--- src/rtl/matrix_pkg.sv ---
`default_nettype none
// ============================================================================
// Module  : matrix_pkg
// Brief   : Shared constants, FSM state type and element selector for the
//           3x3 matrix memory write/read streamers.
// Rev     : 1.0
// ============================================================================
package matrix_pkg;

    localparam int DIM    = 3;
    localparam int DATA_W = 8;
    localparam int ADDR_W = 4;
    localparam int DEPTH  = DIM * DIM;

    typedef enum logic [1:0] {
        ST_IDLE   = 2'd0,
        ST_WRITE  = 2'd1,
        ST_COMMIT = 2'd2
    } state_e;

    // Mux-tree select keeps out-of-range indices at zero instead of X.
    function automatic logic [DATA_W-1:0] elem_sel(
        input logic [DEPTH*DATA_W-1:0] flat,
        input logic [ADDR_W-1:0]       k
    );
        logic [DATA_W-1:0] r;
        r = '0;
        for (int i = 0; i < DEPTH; i++) begin
            if (k == ADDR_W'(i)) r = flat[i*DATA_W +: DATA_W];
        end
        return r;
    endfunction

endpackage
`default_nettype wire

--- src/rtl/matrix_index_counter.sv ---
`default_nettype none
// ============================================================================
// Module  : matrix_index_counter
// Brief   : Linear index plus row/col counters over a DIM x DIM matrix, with
//           synchronous clear, enable, wrap at the last element and last flag.
// Rev     : 1.0
// ============================================================================
module matrix_index_counter #(
    parameter int DIM    = 3,
    parameter int ADDR_W = 4,
    parameter int RC_W   = 2
) (
    input  logic              clk,
    input  logic              rst_n,
    input  logic              clr_i,
    input  logic              en_i,
    output logic [ADDR_W-1:0] idx_o,
    output logic [RC_W-1:0]   row_o,
    output logic [RC_W-1:0]   col_o,
    output logic              last_o
);

    localparam int DEPTH = DIM * DIM;

    logic [ADDR_W-1:0] idx_q, idx_d;
    logic [RC_W-1:0]   row_q, row_d;
    logic [RC_W-1:0]   col_q, col_d;

    assign last_o = (idx_q == ADDR_W'(DEPTH - 1));

    always_comb begin
        idx_d = idx_q;
        row_d = row_q;
        col_d = col_q;
        if (clr_i || (en_i && last_o)) begin
            idx_d = '0;
            row_d = '0;
            col_d = '0;
        end else if (en_i) begin
            idx_d = idx_q + 1'b1;
            if (col_q == RC_W'(DIM - 1)) begin
                col_d = '0;
                row_d = row_q + 1'b1;
            end else begin
                col_d = col_q + 1'b1;
            end
        end
    end

    always_ff @(posedge clk or negedge rst_n) begin
        if (!rst_n) begin
            idx_q <= '0;
            row_q <= '0;
            col_q <= '0;
        end else begin
            idx_q <= idx_d;
            row_q <= row_d;
            col_q <= col_d;
        end
    end

    assign idx_o = idx_q;
    assign row_o = row_q;
    assign col_o = col_q;

endmodule
`default_nettype wire

--- src/rtl/matrix_writer.sv ---
`default_nettype none
// ============================================================================
// Module  : matrix_writer
// Brief   : Captures a flat matrix on a valid/ready load, streams it onto the
//           memory write port under mem_ready stalls, then pulses a commit.
//           Define MATRIX_WRITER_TRANSPOSE_EN to write the transpose instead.
// Rev     : 1.0
// ============================================================================
module matrix_writer #(
    parameter int DIM    = 3,
    parameter int DATA_W = 8,
    parameter int ADDR_W = 4
) (
    input  logic                      clk,
    input  logic                      rst_n,
    input  logic                      load_valid,
    output logic                      load_ready,
    input  logic [DIM*DIM*DATA_W-1:0] load_data,
    input  logic                      mem_ready,
    output logic [ADDR_W-1:0]         mem_addr,
    output logic [DATA_W-1:0]         mem_write_data,
    output logic                      mem_write_enable,
    output logic                      mem_read_enable,
    output logic                      busy,
    output logic                      done
);

    import matrix_pkg::*;

    localparam int DEPTH = DIM * DIM;
    localparam int RC_W  = (DIM > 1) ? $clog2(DIM) : 1;

    state_e                    state_q;
    logic [DEPTH*DATA_W-1:0]   buf_q;

    logic [ADDR_W-1:0]         idx;
    logic [RC_W-1:0]           row;
    logic [RC_W-1:0]           col;
    logic                      last;
    logic                      capture;
    logic                      wr_fire;
    logic [ADDR_W-1:0]         sel_idx;

    assign capture = (state_q == ST_IDLE) && load_valid;
    assign wr_fire = (state_q == ST_WRITE) && mem_ready;

    matrix_index_counter #(
        .DIM    (DIM),
        .ADDR_W (ADDR_W),
        .RC_W   (RC_W)
    ) u_idx (
        .clk    (clk),
        .rst_n  (rst_n),
        .clr_i  (capture),
        .en_i   (wr_fire),
        .idx_o  (idx),
        .row_o  (row),
        .col_o  (col),
        .last_o (last)
    );

    // Buffer element feeding address idx = row*DIM + col.
`ifdef MATRIX_WRITER_TRANSPOSE_EN
    assign sel_idx = ADDR_W'(col) * ADDR_W'(DIM) + ADDR_W'(row);
`else
    assign sel_idx = ADDR_W'(row) * ADDR_W'(DIM) + ADDR_W'(col);
`endif

    always_ff @(posedge clk or negedge rst_n) begin
        if (!rst_n) begin
            state_q <= ST_IDLE;
            buf_q   <= '0;
        end else begin
            case (state_q)
                ST_IDLE: begin
                    if (load_valid) begin
                        buf_q   <= load_data;
                        state_q <= ST_WRITE;
                    end
                end
                ST_WRITE: begin
                    if (mem_ready && last) state_q <= ST_COMMIT;
                end
                ST_COMMIT: state_q <= ST_IDLE;
                default:   state_q <= ST_IDLE;
            endcase
        end
    end

    // Counter wraps to 0 after the last element, so idx reads 0 outside WRITE.
    assign mem_addr         = idx;
    assign mem_write_data   = (state_q == ST_WRITE) ? elem_sel(buf_q, sel_idx) : '0;
    assign mem_write_enable = wr_fire;
    assign mem_read_enable  = (state_q == ST_COMMIT);
    assign done             = (state_q == ST_COMMIT);
    assign load_ready       = (state_q == ST_IDLE);
    assign busy             = (state_q != ST_IDLE);

endmodule
`default_nettype wire

--- config.mk ---
export PLATFORM = sky130hd
export DESIGN_NAME = matrix_writer
export DESIGN_NICKNAME = d
export VERILOG_FILES = /design/src/rtl/matrix_pkg.sv /design/src/rtl/matrix_index_counter.sv /design/src/rtl/matrix_writer.sv
export SDC_FILE = /design/constraint.sdc
export NUM_CORES = 1
export LEC_CHECK = 0
export CAP_MARGIN = 20
export CORE_AREA = 2 2 94 96
export DETAILED_ROUTE_END_ITERATION = 10
export DIE_AREA = 0 0 96 98
export GPL_TIMING_DRIVEN = 0
export PLACE_DENSITY = 0.82
export SLEW_MARGIN = 5
export SYNTH_ARGS = -nofsm -noshare
export SYNTH_HDL_FRONTEND = slang
export SYNTH_SLANG_ARGS = --single-unit
--- constraint.sdc ---
create_clock -name clk -period 4.5 [get_ports clk]
set_input_delay 0.9 -clock clk [delete_from_list [all_inputs] [get_ports clk]]
set_output_delay 0.9 -clock clk [all_outputs]
set_load 0.01 [all_outputs]
==> flow_metrics.py, run 1 <==
metrics = {
    "synthesis": {
        "muxShareOfSynthArea": 0.06685,
        "synth_fp_nets": 566,
        "async_flop_share": 1.000,
        "syn_area_sq_um": 4174,
        "synthXorXnorAreaFrac": 0.006295,
        "avgSynthCellArea_sq_um": 8.642,
        "synth.distinct_cells": 43,
        "synth_ff_type": "dfrtp_1",
        "synth_top_family_by_area": "simple AND/OR/NAND/NOR gates",
        "synth_seq_cells": 82,
        "syn_inst": 483,
        "synthSimpleGateAreaFrac": 0.2659,
        "synth_compound_area_frac": 0.09892,
        "synth_edf_count": 0,
        "yosysWarnings": 0,
        "synth_top_area_frac": 0.4916,
        "synth_area_leader_cell": "dfrtp_1",
        "synthTopCellsByArea": "dfrtp_1 (49%), nand2_1 (20%), mux2_2 (4.0%)",
        "synthAdderAreaFrac": 0.02458,
        "yosysSeqAreaShare": 0.4916,
    },
    "pwr": {
        "comb_power_share": 0.577,
        "p_sw_frac": 0.4318,
        "seq_power_share": 0.311,
        "finalPower_mw": 4.253,
        "ir_drop_mv": 0.3268,
        "leakage_nw": 2.737,
        "p_clk_frac": 0.113,
        "netSwitchingPower_mw": 1.836,
        "powerDensity_nw_per_um2": 780.1,
        "p_int_mw": 2.416,
    },
    "clock_network": {
        "h-tree-depth": 3,
        "cts_buffers": 9,
        "cts_hold_buf": 0,
        "clock_latency_ns": 0.36,
        "clockRootBuffer": "clkbuf_8",
        "cts_tree": "built",
        "cts.clk_slew.worst_paths_ns": 0.08,
        "clock-sinks": 82,
        "cts.path.max_buffers": 2,
    },
    "floorplanning": {
        "initial_core_util": 0.4931,
        "die-area_sq_um": 9408,
        "ios": 93,
        "die_w_um": 96,
        "num_rows": 34,
        "die_h_um": 98,
        "core_sq_um": 8466,
    },
    "routing": {
        "drtPass1Iterations": 6,
        "drc": 0,
        "viasPerCell": 5.214,
        "num_vias": 3660,
        "routedWlPerCell_um": 15.36,
        "drt_iter0_markers": 221,
        "wirelength_mm": 10.79,
        "ant_nets": 0,
    },
    "worst_setup_path": {
        "cp.required_ns": 3.60,
        "end_kind": "output port",
        "rrSetupSlack_ns": 2.68,
        "worstPathArrival_ns": 3.47,
        "slowest_stage": "fa_1",
        "slowest_delay_ns": 0.50,
        "reg2regPathDepth": 5,
        "timing.rr.start": "state_q[1]",
        "critPathKind": "reg2out",
        "crit_fanout": 9,
        "rr_endpoint": "buf_q[69]",
        "crit_path_cell_trace": "inv_1, fa_1, inv_1, ha_1, fa_1, buf_2, or3_4, or3b_1, a31oi_1, dlygate4sd2_1",
        "path_buf_inv": 4,
        "critical-path-top-delay-family": "adder cells",
        "worstSetupStartpointType": "flip-flop",
    },
    "final_layout": {
        "layout_commonest_cell": "nand2_1",
        "final_cell_mix": "nand2_1 (225), clkdlybuf4s50_1 (83), dfrtp_1 (82)",
        "fin_nets": 672,
        "antenna_cells": 0,
        "area_growth_pct": 30.61,
        "fillers": 704,
        "drive_gt1_frac": 0.1246,
    },
    "timing": {
        "skew_ns": 0.006764,
        "max_slew_margin": 0.6197,
        "tightest_slew_ns": 0.5705,
        "fmax_mhz": 228.6,
        "hold_slack_ns": 0.4772,
        "setup_violations": 0,
        "fin_crit_sh": 0.9720,
        "fin_crit_ns": 4.374,
        "drv_slew": 0,
        "hold_viol_final": 0,
    },
    "global_route": {
        "grt_max_degree": 46,
        "grt_pass1_vias": 3654,
        "grt_pass1_wl_mm": 17.53,
        "antenna_found_initial": 0,
        "track_usage": 0.2441,
        "grt.overflow.total": 0,
    },
    "min_path": {
        "hold_depth": 2,
        "min_path_type": "reg2reg",
        "hp-start": "buf_q[19]",
        "min_to": "buf_q[19]",
    },
    "placed_design": {
        "gp_congestion": 0.9085,
        "place_hpwl_mm": 8.078,
        "io_buffers": 92,
    },
    "run": {
        "max_cap_viol_count": 0,
    },
    "status": {
        "status": "finished, final reports clean",
    },
}
-- worst reg2reg max path: stages, from the launching register on --
cell     delay [ns]
dfrtp_1        0.43
nor3b_1        0.48
buf_2          0.39
buf_2          0.28
nand2_1        0.10
nand2_1        0.07
-- cell families after synthesis --
family	after synthesis
AOI/OAI and AO/OA	59
xor gates and xnor gates	3
adders and majority gates	7
buffers and inverters	42
DFF	82
muxes	26
and+or+nand+nor	264
-- how the worst max path moves through the flow --
| stage | startpoint | end | slack, ns | cells past startpoint |
|---|---|---|---|---|
| floorplan | u_idx.row_o[0] | mem_write_data[1] | 0.81 | 11 |
| global placement | rst_n | buf_q[39] | -0.20 | 1 |
| detailed placement | u_idx.row_o[0] | mem_write_data[6] | -0.03 | 12 |
| CTS | u_idx.col_o[1] | mem_write_data[7] | -0.02 | 11 |
| global route | u_idx.col_o[1] | mem_write_data[5] | -0.01 | 10 |
| finish | u_idx.col_o[1] | mem_write_data[5] | 0.13 | 10 |
-- power by group through the flow --
stage          combinational [mW]  clock [mW]  sequential, mW
4_1_cts                      2.42       0.486            1.32
3_5_place_dp                 2.47           0            1.33
5_1_grt                      2.69       0.519            1.36
2_1_floorplan                1.62           0            1.24
3_3_place_gp                 2.41           0            1.32
6_report                     2.45       0.479            1.32
-- cells in the mapped netlist, drive strengths merged, types with 2 or more instances --
cell type / n
clkbuf: 8
mux2i: 11
ha: 5
or2: 2
or3: 2
nor3b: 2
o221ai: 5
buf: 22
o21ai: 16
a222oi: 4
nor2: 4
a211oi: 4
o221a: 3
nand3: 2
fa: 2
mux2: 15
inv: 12
o21bai: 5
xor2: 2
nor2b: 5
nand2b: 4
and3: 6
or3b: 2
nand3b: 7
nand2: 225
dfrtp: 82
a21oi: 16
-- sequential cells by signal (all words and copies together), names as in the netlist --
| name | count |
|---|---|
| buf_q | 72 |
| state_q | 2 |
| u_idx.col_o | 2 |
| u_idx.idx_o | 4 |
| u_idx.row_o | 2 |
-- layer usage --
layer / track usage / up-vias / share of wire
met4: 0.09670 / 0 / 0.026
met3: 0.05247 / 27 / 0.067
met1: 0.3254 / 1706 / 0.43
li1: - / 1787 / -
met2: 0.3868 / 140 / 0.48
met5: 0 / - / 0
-- layout make-up --
cell class | count | area, sq um | area share
inverter | 12 | 45.04 | 0.008263
clock buffer | 12 | 145.1 | 0.02662
buffer | 29 | 147.6 | 0.02708
timing repair buffer | 96 | 955.9 | 0.1753
clock inverter | 4 | 27.53 | 0.005049
multi-input combinational | 359 | 1943 | 0.3564
sequential | 82 | 2052 | 0.3764
tap | 108 | 135.1 | 0.02479
-- metrics by stage --
step | instance area (sq um) | setup TNS [ns] | cells | util | worst slack [ns]
after CTS | 5438 | -0.02144 | 701 | 0.6423 | -0.02144
final | 5451 | 0 | 702 | 0.6440 | 0.1260
after global placement | 5230 | -16.15 | 683 | 0.6178 | -0.2001
after global routing | 5451 | -0.02569 | 702 | 0.6440 | -0.01292
after floorplan | 4174 | 0 | 483 | - | 0.8084
after detailed placement | 5248 | -0.07603 | 684 | 0.6199 | -0.03176
-- what timing repair did --
item	CTS	global route
resized for setup	13	4
pin swaps	1	0
setup buffers	2	1
endpoints found under the setup margin	8	7
Note: power is estimated with default switching activity, not from simulation.
==> run 2: changes to the inputs <==
--- a/config.mk
+++ b/config.mk
@@ -6,9 +6,9 @@
 export NUM_CORES = 1
 export LEC_CHECK = 0
 export CAP_MARGIN = 20
-export CORE_AREA = 2 2 94 96
+export CORE_AREA = 2 2 105 86
 export DETAILED_ROUTE_END_ITERATION = 10
-export DIE_AREA = 0 0 96 98
+export DIE_AREA = 0 0 107 88
 export GPL_TIMING_DRIVEN = 0
 export PLACE_DENSITY = 0.82
 export SLEW_MARGIN = 5
==> run 2 against run 1 <==
  * Largest cell class unchanged
  * Utilization up 1.3 points
  * Count of clock-buffer cells in the layout down 2
  * Fmax up 0.65%
  * Critical path type unchanged
  * Hold slack better by 0.0019 ns
  * Critical path depth up 1
  * Via count up 0.36%
==> flow_metrics.py, run 2 (synthesized netlist as in run 1, its figures left out) <==
metrics = {
    "global_route": {
        "track_usage": 0.2577,
        "grt_max_degree": 47,
        "grt_pass1_wl_mm": 18.49,
        "grt.overflow.total": 0,
        "grt_pass1_vias": 3717,
        "antenna_found_initial": 0,
    },
    "worst_setup_path": {
        "worstPathArrival_ns": 3.45,
        "crit_path_cell_trace": "inv_1, fa_1, inv_1, ha_1, fa_1, clkbuf_4, nand2b_4, or3_4, o221ai_1, a21oi_1, dlygate4sd2_1",
        "end_kind": "output port",
        "slowest_stage": "fa_1",
        "cp-startpoint": "u_idx.col_o[1]",
        "worstSetupStartpointType": "flip-flop",
        "timing.rr.start": "state_q[1]",
        "crit_fanout": 9,
        "critical-path-top-delay-family": "adder cells",
        "rr_endpoint": "buf_q[70]",
        "path_buf_inv": 4,
        "rrSetupSlack_ns": 2.58,
        "critPathKind": "reg2out",
        "slowest_delay_ns": 0.50,
        "reg2regPathDepth": 5,
        "cp.required_ns": 3.60,
    },
    "floorplanning": {
        "die-area_sq_um": 9416,
        "ios": 93,
        "die_h_um": 88,
        "initial_core_util": 0.4987,
        "num_rows": 30,
        "core_sq_um": 8371,
        "die_w_um": 107,
    },
    "final_layout": {
        "fillers": 704,
        "layout_commonest_cell": "nand2_1",
        "fin_nets": 671,
        "area_growth_pct": 31.65,
        "final_cell_mix": "nand2_1 (225), clkdlybuf4s50_1 (83), dfrtp_1 (82)",
        "antenna_cells": 0,
        "regArea_sq_um": 2052,
        "drive_gt1_frac": 0.1351,
        "multi_input_area_sq_um": 1964,
        "finalNonFillerCells": 704,
        "largest_reg_flops": 72,
        "registers.top_by_ff_count": "buf_q",
    },
    "pwr": {
        "ir_drop_mv": 0.3671,
        "leakage_nw": 2.741,
        "powerDensity_nw_per_um2": 801.8,
    },
    "placed_design": {
        "gp_congestion": 0.9043,
        "io_buffers": 92,
        "placed_cells": 688,
        "place_hpwl_mm": 8.615,
    },
    "status": {
        "status": "finished, final reports clean",
    },
    "timing": {
        "fin_crit_ns": 4.346,
        "tightest_slew_ns": 0.6575,
        "drv_slew": 0,
        "fmax_mhz": 230.1,
        "skew_ns": 0.01583,
        "grt_setup_unrepaired": "no",
        "hold_viol_final": 0,
        "hold_slack_ns": 0.4791,
        "setup_violations": 0,
        "max_slew_margin": 0.5617,
        "fin_tns_setup_ns": 0,
        "fin_crit_sh": 0.9657,
    },
    "routing": {
        "drtPass1Iterations": 6,
        "routedWlPerCell_um": 16.32,
        "ant_nets": 0,
        "drt_iter0_markers": 210,
        "drc": 0,
        "viasPerCell": 5.217,
        "wirelength_mm": 11.49,
        "num_vias": 3673,
    },
    "min_path": {
        "min_path_type": "reg2reg",
        "min_to": "buf_q[31]",
        "hold_depth": 2,
        "hp-start": "buf_q[31]",
    },
    "clock_network": {
        "clockRootBuffer": "clkbuf_8",
        "h-tree-depth": 3,
        "cts.clk_slew.worst_paths_ns": 0.08,
        "cts.path.max_buffers": 2,
        "cts_tree": "built",
        "cts_buffers": 9,
        "clock-sinks": 82,
        "clock_latency_ns": 0.36,
    },
    "run": {
        "max_cap_viol_count": 0,
    },
}
[run 2: cell type report]
type | count | share of cell area
Sequential cell | 82 | 0.3734
Clock inverter | 5 | 0.01457
Timing Repair Buffer | 95 | 0.1703
Buffer | 29 | 0.02732
Multi-Input combinational cell | 359 | 0.3575
Tap cell | 112 | 0.02550
Inverter | 12 | 0.008197
Clock buffer | 10 | 0.02322
[run 2: power by group]
part	total, mW	leakage, nW	switching (mW)	internal, mW
clock	0.572	0.0984	0.263	0.309
sequential	1.32	1.03	0.247	1.08
combinational	2.51	1.62	1.40	1.11
[run 2: worst reg2reg max path, stage by stage (launching register included)]
cell	delay (ns)
dfrtp_1	0.45
nor3b_1	0.58
buf_2	0.39
buf_2	0.27
nand2_1	0.10
nand2_1	0.06
[run 2: worst max-delay path by stage]
| stage | end | cells past startpoint |
|---|---|---|
| 2_1_floorplan | mem_write_data[1] | 11 |
| 3_3_place_gp | buf_q[59] | 1 |
| 3_5_place_dp | mem_write_data[1] | 12 |
| 4_1_cts | mem_write_data[5] | 10 |
| 5_1_grt | mem_write_data[7] | 11 |
| 6_report | mem_write_data[2] | 11 |
[run 2: metal layers]
layer	wire [um]	share of wire	GRT usage	vias up
li1	-	-	-	1788
met1	5466	0.48	0.3577	1756
met2	5309	0.46	0.4244	116
met3	589	0.051	0.04911	13
met4	126	0.011	0.06257	0
met5	0	0	0	-
[run 2: per-stage QoR]
step	cell area, sq um	utilization	worst slack (ns)	power (mW)
floorplan	4174	-	0.8084	2.868
global placement	5235	0.6254	-0.2408	3.798
detailed placement	5260	0.6284	-0.1448	3.862
CTS	5507	0.6578	0.08923	4.410
global route	5495	0.6565	0.005524	4.722
finish	5495	0.6565	0.1543	4.406
[run 2: what timing repair did]
item                                    4_1_cts  5_1_grt
pin swaps                                     2        0
cloned                                        0        0
resized for setup                            19       10
endpoints found under the hold margin         0        0
setup buffers                                 2        0
hold buffers                                  0        0
endpoints found under the setup margin        8        5
==> run 3: changes to the inputs <==
--- a/config.mk
+++ b/config.mk
@@ -14,4 +14,5 @@
 export SLEW_MARGIN = 5
 export SYNTH_ARGS = -nofsm -noshare
 export SYNTH_HDL_FRONTEND = slang
+export SYNTH_HIERARCHICAL = 1
 export SYNTH_SLANG_ARGS = --single-unit
==> run 3 against run 2 <==
  * Clock skew shrank 0.0075 ns
  * Clock power grew 5.4%
  * Via count shrank 13%
  * Design area grew 1.6%
  * Fmax shrank 2.4%
  * Sequential cell count is the same
  * Sequential power is essentially flat
  * Utilization grew 1.0 points
  * First-iteration DRC count shrank 0.95%
  * Worst setup slack lost 0.11 ns
==> flow_metrics.py, run 3 <==
metrics = {
    "clock_network": {
        "clockRootBuffer": "clkbuf_8",
        "cts.clk_slew.worst_paths_ns": 0.09,
        "cts.path.max_buffers": 2,
        "cts_tree": "built",
        "clock_latency_ns": 0.36,
        "h-tree-depth": 3,
        "cts_buffers": 9,
        "clock-sinks": 82,
        "cts_hold_buf": 0,
    },
    "synthesis": {
        "yosysWarnings": 6,
        "avgSynthCellArea_sq_um": 12.20,
        "async_flop_share": 1.000,
        "synth.distinct_cells": 52,
        "yosysSeqAreaShare": 0.4916,
        "synth_top_area_frac": 0.4916,
        "synth_area_leader_cell": "dfrtp_1",
        "synth_top_family_by_area": "multiplexers",
        "syn_inst": 342,
        "synth_ff_type": "dfrtp_1",
        "syn_area_sq_um": 4174,
        "synthSimpleGateAreaFrac": 0.1049,
        "synth_seq_cells": 82,
        "yosysMostFrequentCell": "dfrtp_1",
        "synth_compound_area_frac": 0.09982,
        "synthXorXnorAreaFrac": 0,
        "synthTopCellsByArea": "dfrtp_1 (49%), mux2_1 (20%), mux2i_1 (2.2%)",
        "synth_edf_count": 0,
        "muxShareOfSynthArea": 0.2374,
        "synthAdderAreaFrac": 0.02158,
        "synth_fp_nets": 424,
        "synth_common_cells": "dfrtp_1 (82), mux2_1 (73), o21ai_0 (15)",
    },
    "worst_setup_path": {
        "worstPathArrival_ns": 3.55,
        "worstSetupStartpointType": "flip-flop",
        "slowest_stage": "fa_1",
        "critPathKind": "reg2out",
        "slowest_delay_ns": 0.51,
        "crit_fanout": 10,
        "end_kind": "output port",
        "critical-path-top-delay-family": "adder cells",
        "cp.required_ns": 3.60,
        "path_buf_inv": 5,
        "crit_path_cell_trace": "inv_1, fa_1, inv_1, ha_1, fa_1, buf_6, buf_12, mux2_2, o221ai_2, o31ai_2, o2bb2ai_2, dlygate4sd2_1",
    },
    "global_route": {
        "grt.overflow.total": 0,
        "grt_pass1_wl_mm": 16.83,
        "grt_max_degree": 59,
        "antenna_found_initial": 0,
        "track_usage": 0.2379,
        "grt_pass1_vias": 3323,
    },
    "timing": {
        "skew_ns": 0.008356,
        "hold_viol_final": 0,
        "tightest_slew_ns": 0.4572,
        "drv_slew": 0,
        "fin_crit_ns": 4.451,
        "grt_setup_unrepaired": "yes",
        "hold_slack_ns": 0.4379,
        "setup_violations": 0,
        "fin_crit_sh": 0.9891,
        "setup_ws_ns": 0.04898,
        "max_slew_margin": 0.6952,
        "fmax_mhz": 224.7,
    },
    "floorplanning": {
        "die_h_um": 88,
        "ios": 93,
        "die_w_um": 107,
        "die-area_sq_um": 9416,
        "core_sq_um": 8371,
        "num_rows": 30,
        "initial_core_util": 0.4987,
    },
    "placed_design": {
        "place_hpwl_mm": 7.638,
        "io_buffers": 92,
        "gp_congestion": 0.8931,
        "pre_cts_ws_ns": -0.01609,
    },
    "run": {
        "max_cap_viol_count": 0,
    },
    "pwr": {
        "ir_drop_mv": 0.3924,
        "leakage_nw": 2.355,
        "powerDensity_nw_per_um2": 853.9,
    },
    "final_layout": {
        "largest_reg_flops": 72,
        "fin_nets": 530,
        "multi_input_area_sq_um": 2023,
        "final_cell_mix": "clkdlybuf4s50_1 (83), dfrtp_1 (80), mux2_1 (72)",
        "area_growth_pct": 33.75,
        "drive_gt1_frac": 0.1589,
        "fillers": 645,
        "antenna_cells": 0,
        "fin_util": 0.6670,
        "layout_commonest_cell": "clkdlybuf4s50_1",
        "registers.top_by_ff_count": "buf_q",
        "regArea_sq_um": 2054,
    },
    "routing": {
        "num_vias": 3203,
        "wirelength_mm": 10.66,
        "drt_iter0_markers": 208,
        "ant_nets": 0,
        "viasPerCell": 5.669,
        "drc": 0,
        "drtPass1Iterations": 5,
        "routedWlPerCell_um": 18.86,
    },
    "min_path": {
        "min_path_type": "in2async",
    },
    "status": {
        "status": "finished, final reports clean",
    },
}
run 3: cell types whose count changed after synthesis, sizes merged, moves of 5 or more:
cell,change
nand2b,+8
and3,-6
o21bai,-5
clkbuf,-5
nand2,-213
mux2,+61
nor2,+5
a21oi,-6
o31ai,+6
run 3: per-layer routing:
layer	routed length, um	global-route usage	up-vias	share of wire
met5	0	0	-	0
met4	157	0.05549	0	0.015
met3	742	0.06399	13	0.070
met2	5336	0.4192	126	0.50
met1	4420	0.2963	1610	0.41
li1	-	-	1454	-
run 3: layout make-up:
class                           instances  share of cell area
Multi-Input combinational cell        225              0.3624
Tap cell                              112             0.02510
Clock buffer                            9             0.02219
Timing Repair Buffer                   96              0.1685
Buffer                                 22             0.02779
Inverter                               12            0.008068
Clock inverter                          7             0.01793
Sequential cell                        82              0.3680
run 3: cells by family after synthesis:
kind of cell / count (synthesis)
buf+inv: 35
fa+ha+maj: 6
flops: 82
mux: 87
simple gates: 70
compound gates: 62
run 3: worst paths after layout:
path,start,to,slack [ns],depth (start not counted)
setup / recovery,u_idx/row_o[1],mem_write_data[4],0.05,12
hold / removal,rst_n,u_idx/idx_o[3],0.44,1
setup reg to reg,state_q[0],u_idx/row_o[0],2.39,8
hold reg to reg,buf_q[21],buf_q[21],0.49,1
max in group asynchronous,rst_n,buf_q[57],3.46,2
min in group clk,buf_q[21],buf_q[21],0.49,1
run 3: through the flow:
| step | instance area, sq um | power (mW) | instances | TNS [ns] |
|---|---|---|---|---|
| finish | 5583 | 4.767 | 565 | 0 |
| global route | 5583 | 5.051 | 565 | -0.1434 |
| CTS | 5519 | 4.536 | 564 | 0 |
| detailed placement | 5260 | 3.922 | 547 | -0.03798 |
| global placement | 5235 | 3.829 | 546 | -22.44 |
| floorplan | 4174 | 2.952 | 342 | 0 |
run 3: report_power, final:
group          leakage [nW]  total [mW]  switching (mW)  internal [mW]
logic                  1.28        2.83            1.50           1.33
registers             0.975        1.33           0.229           1.10
clock network         0.102       0.603           0.287          0.316
run 3: repair_timing:
item / 4_1_cts / 5_1_grt
cloned: 0 / 0
setup buffers: 2 / 1
resized for setup: 19 / 28
endpoints found under the setup margin: 8 / 7
pin swaps: 1 / 2
